===== src/rtl/denise_pkg.sv =====
// Shared constants for the Denise collision detector: register addresses,
// CLXDAT hit bit positions and CLXCON/CLXCON2 field offsets.
package denise_pkg;

  // Full 9-bit register addresses; the bus carries bits [8:1].
  localparam logic [8:0] CLXDAT_ADR_DEF  = 9'h00E;
  localparam logic [8:0] CLXCON_ADR_DEF  = 9'h098;
  localparam logic [8:0] CLXCON2_ADR_DEF = 9'h10E;

  // CLXCON fields
  localparam int CLXCON_MVBP_LSB  = 0;   // MVBP6..1 at [5:0]
  localparam int CLXCON_ENBP_LSB  = 6;   // ENBP6..1 at [11:6]
  localparam int CLXCON_ENSP_LSB  = 12;  // ENSP7,5,3,1 at [15:12]

  // CLXCON2 fields (AGA planes 7/8)
  localparam int CLXCON2_MVBP_LSB = 0;   // MVBP8,7 at [1:0]
  localparam int CLXCON2_ENBP_LSB = 6;   // ENBP8,7 at [7:6]

  // CLXDAT hit bit positions
  localparam int CLX_EVEN_ODD = 0;
  localparam int CLX_ODD_G0   = 1;       // odd & g0..g3 at 1..4
  localparam int CLX_EVEN_G0  = 5;       // even & g0..g3 at 5..8
  localparam int CLX_G0_G1    = 9;
  localparam int CLX_G0_G2    = 10;
  localparam int CLX_G0_G3    = 11;
  localparam int CLX_G1_G2    = 12;
  localparam int CLX_G1_G3    = 13;
  localparam int CLX_G2_G3    = 14;

endpackage


===== src/rtl/denise_collision_match.sv =====
// Combinational collision match: per-plane compare, odd/even playfield
// terms, sprite group terms, and the 15-bit hit vector gated by clxena.
module denise_collision_match
  import denise_pkg::*;
(
  input  logic [7:0]  bpldata,
  input  logic [7:0]  nsprite,
  input  logic [15:0] clxcon,
  input  logic [15:0] clxcon2,
  input  logic        clxena,
  output logic [14:0] hits
);

  logic [7:0] enbp, mvbp, p;
  logic [3:0] ensp, g;
  logic       odd, even;
  logic       unused_clxcon2;

  // Plane 8..1 enable/match-value vectors assembled from both registers
  assign enbp = {clxcon2[CLXCON2_ENBP_LSB +: 2], clxcon[CLXCON_ENBP_LSB +: 6]};
  assign mvbp = {clxcon2[CLXCON2_MVBP_LSB +: 2], clxcon[CLXCON_MVBP_LSB +: 6]};
  assign ensp = clxcon[CLXCON_ENSP_LSB +: 4];

  // Remaining CLXCON2 bits are storage only
  assign unused_clxcon2 = ^{clxcon2[15:8], clxcon2[5:2]};

  // A disabled plane always matches
  assign p    = ~enbp | ~(bpldata ^ mvbp);
  assign odd  = p[0] & p[2] & p[4] & p[6];
  assign even = p[1] & p[3] & p[5] & p[7];

  // Even sprite always counts; odd partner only when its ENSP bit is set
  for (genvar k = 0; k < 4; k++) begin : g_grp
    assign g[k] = nsprite[2*k] | (ensp[k] & nsprite[2*k+1]);
  end

  // Hit vector assembly, all terms qualified by the sensing window
  always_comb begin
    hits = '0;
    hits[CLX_EVEN_ODD] = even & odd;
    for (int k = 0; k < 4; k++) begin
      hits[CLX_ODD_G0 + k]  = odd  & g[k];
      hits[CLX_EVEN_G0 + k] = even & g[k];
    end
    hits[CLX_G0_G1] = g[0] & g[1];
    hits[CLX_G0_G2] = g[0] & g[2];
    hits[CLX_G0_G3] = g[0] & g[3];
    hits[CLX_G1_G2] = g[1] & g[2];
    hits[CLX_G1_G3] = g[1] & g[3];
    hits[CLX_G2_G3] = g[2] & g[3];
    hits = hits & {15{clxena}};
  end

endmodule


===== src/rtl/denise_collision.sv =====
// Denise collision detector: CLXCON/CLXCON2 control registers and the
// sticky, clear-on-read CLXDAT register driven onto the read bus.
// Optional build macro DENISE_COLLISION_PIPE_EN registers the pixel inputs
// on clk7_en ahead of the match logic (one extra enable of latency).
module denise_collision
  import denise_pkg::*;
#(
  parameter logic [8:0] CLXDAT_ADR  = CLXDAT_ADR_DEF,
  parameter logic [8:0] CLXCON_ADR  = CLXCON_ADR_DEF,
  parameter logic [8:0] CLXCON2_ADR = CLXCON2_ADR_DEF
) (
  input  logic        clk,
  input  logic        _reset,
  input  logic        clk7_en,
  input  logic        aga,
  input  logic [8:1]  reg_address_in,
  input  logic [15:0] data_in,
  input  logic [8:1]  bpldata,
  input  logic [7:0]  nsprite,
  input  logic        clxena,
  output logic [15:0] data_out
);

  logic [15:0] clxcon, clxcon2;
  logic [14:0] clxdat, hits;
  logic        rd, rd_prev, clr;
  logic [7:0]  bpl_m, nspr_m;
  logic        ena_m;

`ifdef DENISE_COLLISION_PIPE_EN
  // Register pixel inputs to break the path from sprite priority logic
  always_ff @(posedge clk or negedge _reset) begin
    if (!_reset) begin
      bpl_m  <= '0;
      nspr_m <= '0;
      ena_m  <= 1'b0;
    end else if (clk7_en) begin
      bpl_m  <= bpldata;
      nspr_m <= nsprite;
      ena_m  <= clxena;
    end
  end
`else
  assign bpl_m  = bpldata;
  assign nspr_m = nsprite;
  assign ena_m  = clxena;
`endif

  denise_collision_match u_match (
    .bpldata (bpl_m),
    .nsprite (nspr_m),
    .clxcon  (clxcon),
    .clxcon2 (clxcon2),
    .clxena  (ena_m),
    .hits    (hits)
  );

  assign rd  = (reg_address_in == CLXDAT_ADR[8:1]);
  assign clr = clk7_en & rd & ~rd_prev;

  // Control register writes; a CLXCON write always wipes CLXCON2
  always_ff @(posedge clk or negedge _reset) begin
    if (!_reset) begin
      clxcon  <= '0;
      clxcon2 <= '0;
    end else if (clk7_en) begin
      if (reg_address_in == CLXCON_ADR[8:1]) begin
        clxcon  <= data_in;
        clxcon2 <= '0;
      end else if (reg_address_in == CLXCON2_ADR[8:1] && aga) begin
        clxcon2 <= data_in;
      end
    end
  end

  // Sticky accumulation with one clear per read access; same-cycle hits survive
  always_ff @(posedge clk or negedge _reset) begin
    if (!_reset) begin
      clxdat  <= '0;
      rd_prev <= 1'b0;
    end else if (clk7_en) begin
      clxdat  <= (clr ? 15'h0000 : clxdat) | hits;
      rd_prev <= rd;
    end
  end

  assign data_out = rd ? {1'b1, clxdat} : 16'h0000;

endmodule


===== config.mk =====
export PLATFORM = sky130hd
export DESIGN_NAME = denise_collision
export DESIGN_NICKNAME = d
export VERILOG_FILES = /design/src/rtl/denise_pkg.sv /design/src/rtl/denise_collision_match.sv /design/src/rtl/denise_collision.sv
export SDC_FILE = /design/constraint.sdc
export NUM_CORES = 1
export LEC_CHECK = 0
export CORE_MARGIN = 4
export CORE_UTILIZATION = 53
export DETAILED_ROUTE_END_ITERATION = 8
export PLACE_DENSITY = 0.85
export SETUP_SLACK_MARGIN = 0.2
export SYNTH_ARGS = -nofsm -noshare
export SYNTH_HDL_FRONTEND = slang
export SYNTH_HIERARCHICAL = 1
export SYNTH_SLANG_ARGS = --single-unit
export TNS_END_PERCENT = 5

===== constraint.sdc =====
create_clock -name clk -period 4.8 [get_ports clk]
set_input_delay 0.96 -clock clk [delete_from_list [all_inputs] [get_ports clk]]
set_output_delay 0.96 -clock clk [all_outputs]
set_load 0.05 [all_outputs]

==> results_dict.tcl <==
set metrics [dict create \
    cts_buffers 5 \
    fp-row-count 21 \
    routed_wl_um 4120 \
    total_power_w 0.000625 \
    post_cts_buffers 0 \
    clockRootBuffer "clkbuf_4" \
    antenna_left 0 \
    path_class "input pin to primary output" \
    setup_tns_ps 0 \
    overflow 0 \
    die_h_um 67.0 \
    wl_per_cell_um 16.2 \
    final_common_cell "clkdlybuf4s50_1" \
    slew-limit-headroom_pct 41.7 \
    diodes 0 \
    grt_pass1_wl_um 6720 \
    num_vias 1366 \
    drc 0 \
    fmax_mhz 288 \
    synth_area_sq_um 1850 \
    p_switching_w 0.000146 \
    status "complete, no violations" \
    dr.pass1.iters 4 \
    fin_crit_ps 3470 \
    die_w_um 67.0 \
    p_leak_nw 1.21 \
    coreArea_sq_um 3360 \
    grtUsageMet3_pct 5.73 \
    critPathCaptureType "primary output" \
    postCtsHoldBufs 0 \
    seq_power_share_pct 51.8 \
    pwr-share-comb_pct 14.3 \
    peakVddDrop_mv 0.207 \
    grt.total_usage_pct 20.6 \
    gp_congestion 0.827 \
    setup.worst_path.start_class "input pin" \
    yosysWarnings 6 \
    worst_slew_pin_slew_ps 874 \
    finalCritPeriodShare_pct 72.3 \
    worstPathRequired_ps 3840 \
    finalClockSkew_ps 5.91 \
    cts_tree "built" \
    hold_viol_final 0 \
    clockPowerShare_pct 33.9 \
    p_int_w 0.000479 \
    power_switching_share_pct 23.3 \
    placed_area_sq_um 2380 \
    insertion_delay_ps 350 \
    drv_slew 0 \
    cts.path.max_buffers 2 \
    port_buffers 60 \
    finalSetupViolations 0 \
    area_delta_synth_final_pct 32.8 \
    postSynthCellCount 154 \
    met2_usage_pct 35.1 \
    pin_count 61 \
    viasPerCell 5.36 \
    drv_cap 0 \
    min_path_type "flip-flop to flip-flop" \
    dieArea_sq_um 4490 \
    fin_nets 253 \
    synth_nets 199 \
    cp.arrival_ps 2510 \
    grtUsageMet1_pct 23.3 \
    power_density_nw_per_um2 255 \
    drive_gt1_share_pct 25.4 \
    cts.sinks 36 \
    path_max_fanout 17 \
    final_area_sq_um 2450 \
    hpwl_um 3150 \
    grt_setup_unrepaired "false" \
    layout.cells.non_filler 255 \
    initial_core_util_pct 54.9 \
    synth_area_per_cell_sq_um 12.0 \
    dpl.cell_count 247 \
    antenna_found_initial 0 \
    cts_resized 0 \
    top_usage_layer "met2" \
    grt_pass1_vias 1471 \
    grt_max_degree 37 \
    h-tree-depth 2 \
    clkSlewWorstSetupHoldPaths_ps 110 \
    layout_common_cells "clkdlybuf4s50_1, dfrtp_1, buf_4, and2_1, a22o_1" \
    drt_iter0_drc 75 \
]
## per-stage QoR
step | utilization (%) | hold WS (ps) | setup slack (ps)
floorplan | - | 458 | 1350
global placement | 70.6 | 475 | 1360
detailed placement | 70.6 | 478 | 1310
CTS | 72.9 | 505 | 1330
global route | 72.9 | 530 | 1210
finish | 72.9 | 503 | 1330
## worst paths after layout
check / start / to / slack (ps) / depth (start not counted)
max in group asynchronous: _reset / clxcon[10] / 3470 / 2
hold / removal: clxdat[6] / clxdat[6] / 500 / 1
setup reg to reg: rd_prev / clxdat[13] / 3210 / 3
hold reg to reg: clxdat[6] / clxdat[6] / 500 / 1
setup / recovery: reg_address_in[6] / data_out[2] / 1330 / 6
min in group asynchronous: _reset / clxdat[2] / 1010 / 2
## layer usage
metal  vias up  part of all wire, %
met5         -                    0
met2        55                   51
met1       656                   40
met4         0                  2.6
li1        643                    -
met3        12                  7.2
## flip-flops by register name, indices dropped and copies added, names as in the netlist
register / flops
clxcon: 16
clxdat: 15
clxcon2: 4
rd_prev: 1
## power by group through the flow
stage,logic [W],clock network [W],registers [W]
after detailed placement,0.0000891,0,0.000330
after floorplan,0.0000384,0,0.000327
after global routing,0.0000966,0.000233,0.000325
after CTS,0.0000899,0.000214,0.000324
after global placement,0.0000860,0,0.000329
final,0.0000892,0.000212,0.000324
## worst max-delay path: stages
cell and delay [ps]:
clkdlybuf4s50_1 420, or3_4 430, nor3_1 160, buf_4 210, and2_1 140, buf_4 190
## area by class of cell
class                      count  area [sq um]
fill                         274           911
multi-input combinational    102           838
inverter                       1          3.75
clock inverter                 2          35.0
tap                           46          57.6
timing repair buffer          62           576
clock buffer                   6          41.3
sequential                    36           901
(Power assumes the default switching activity.)
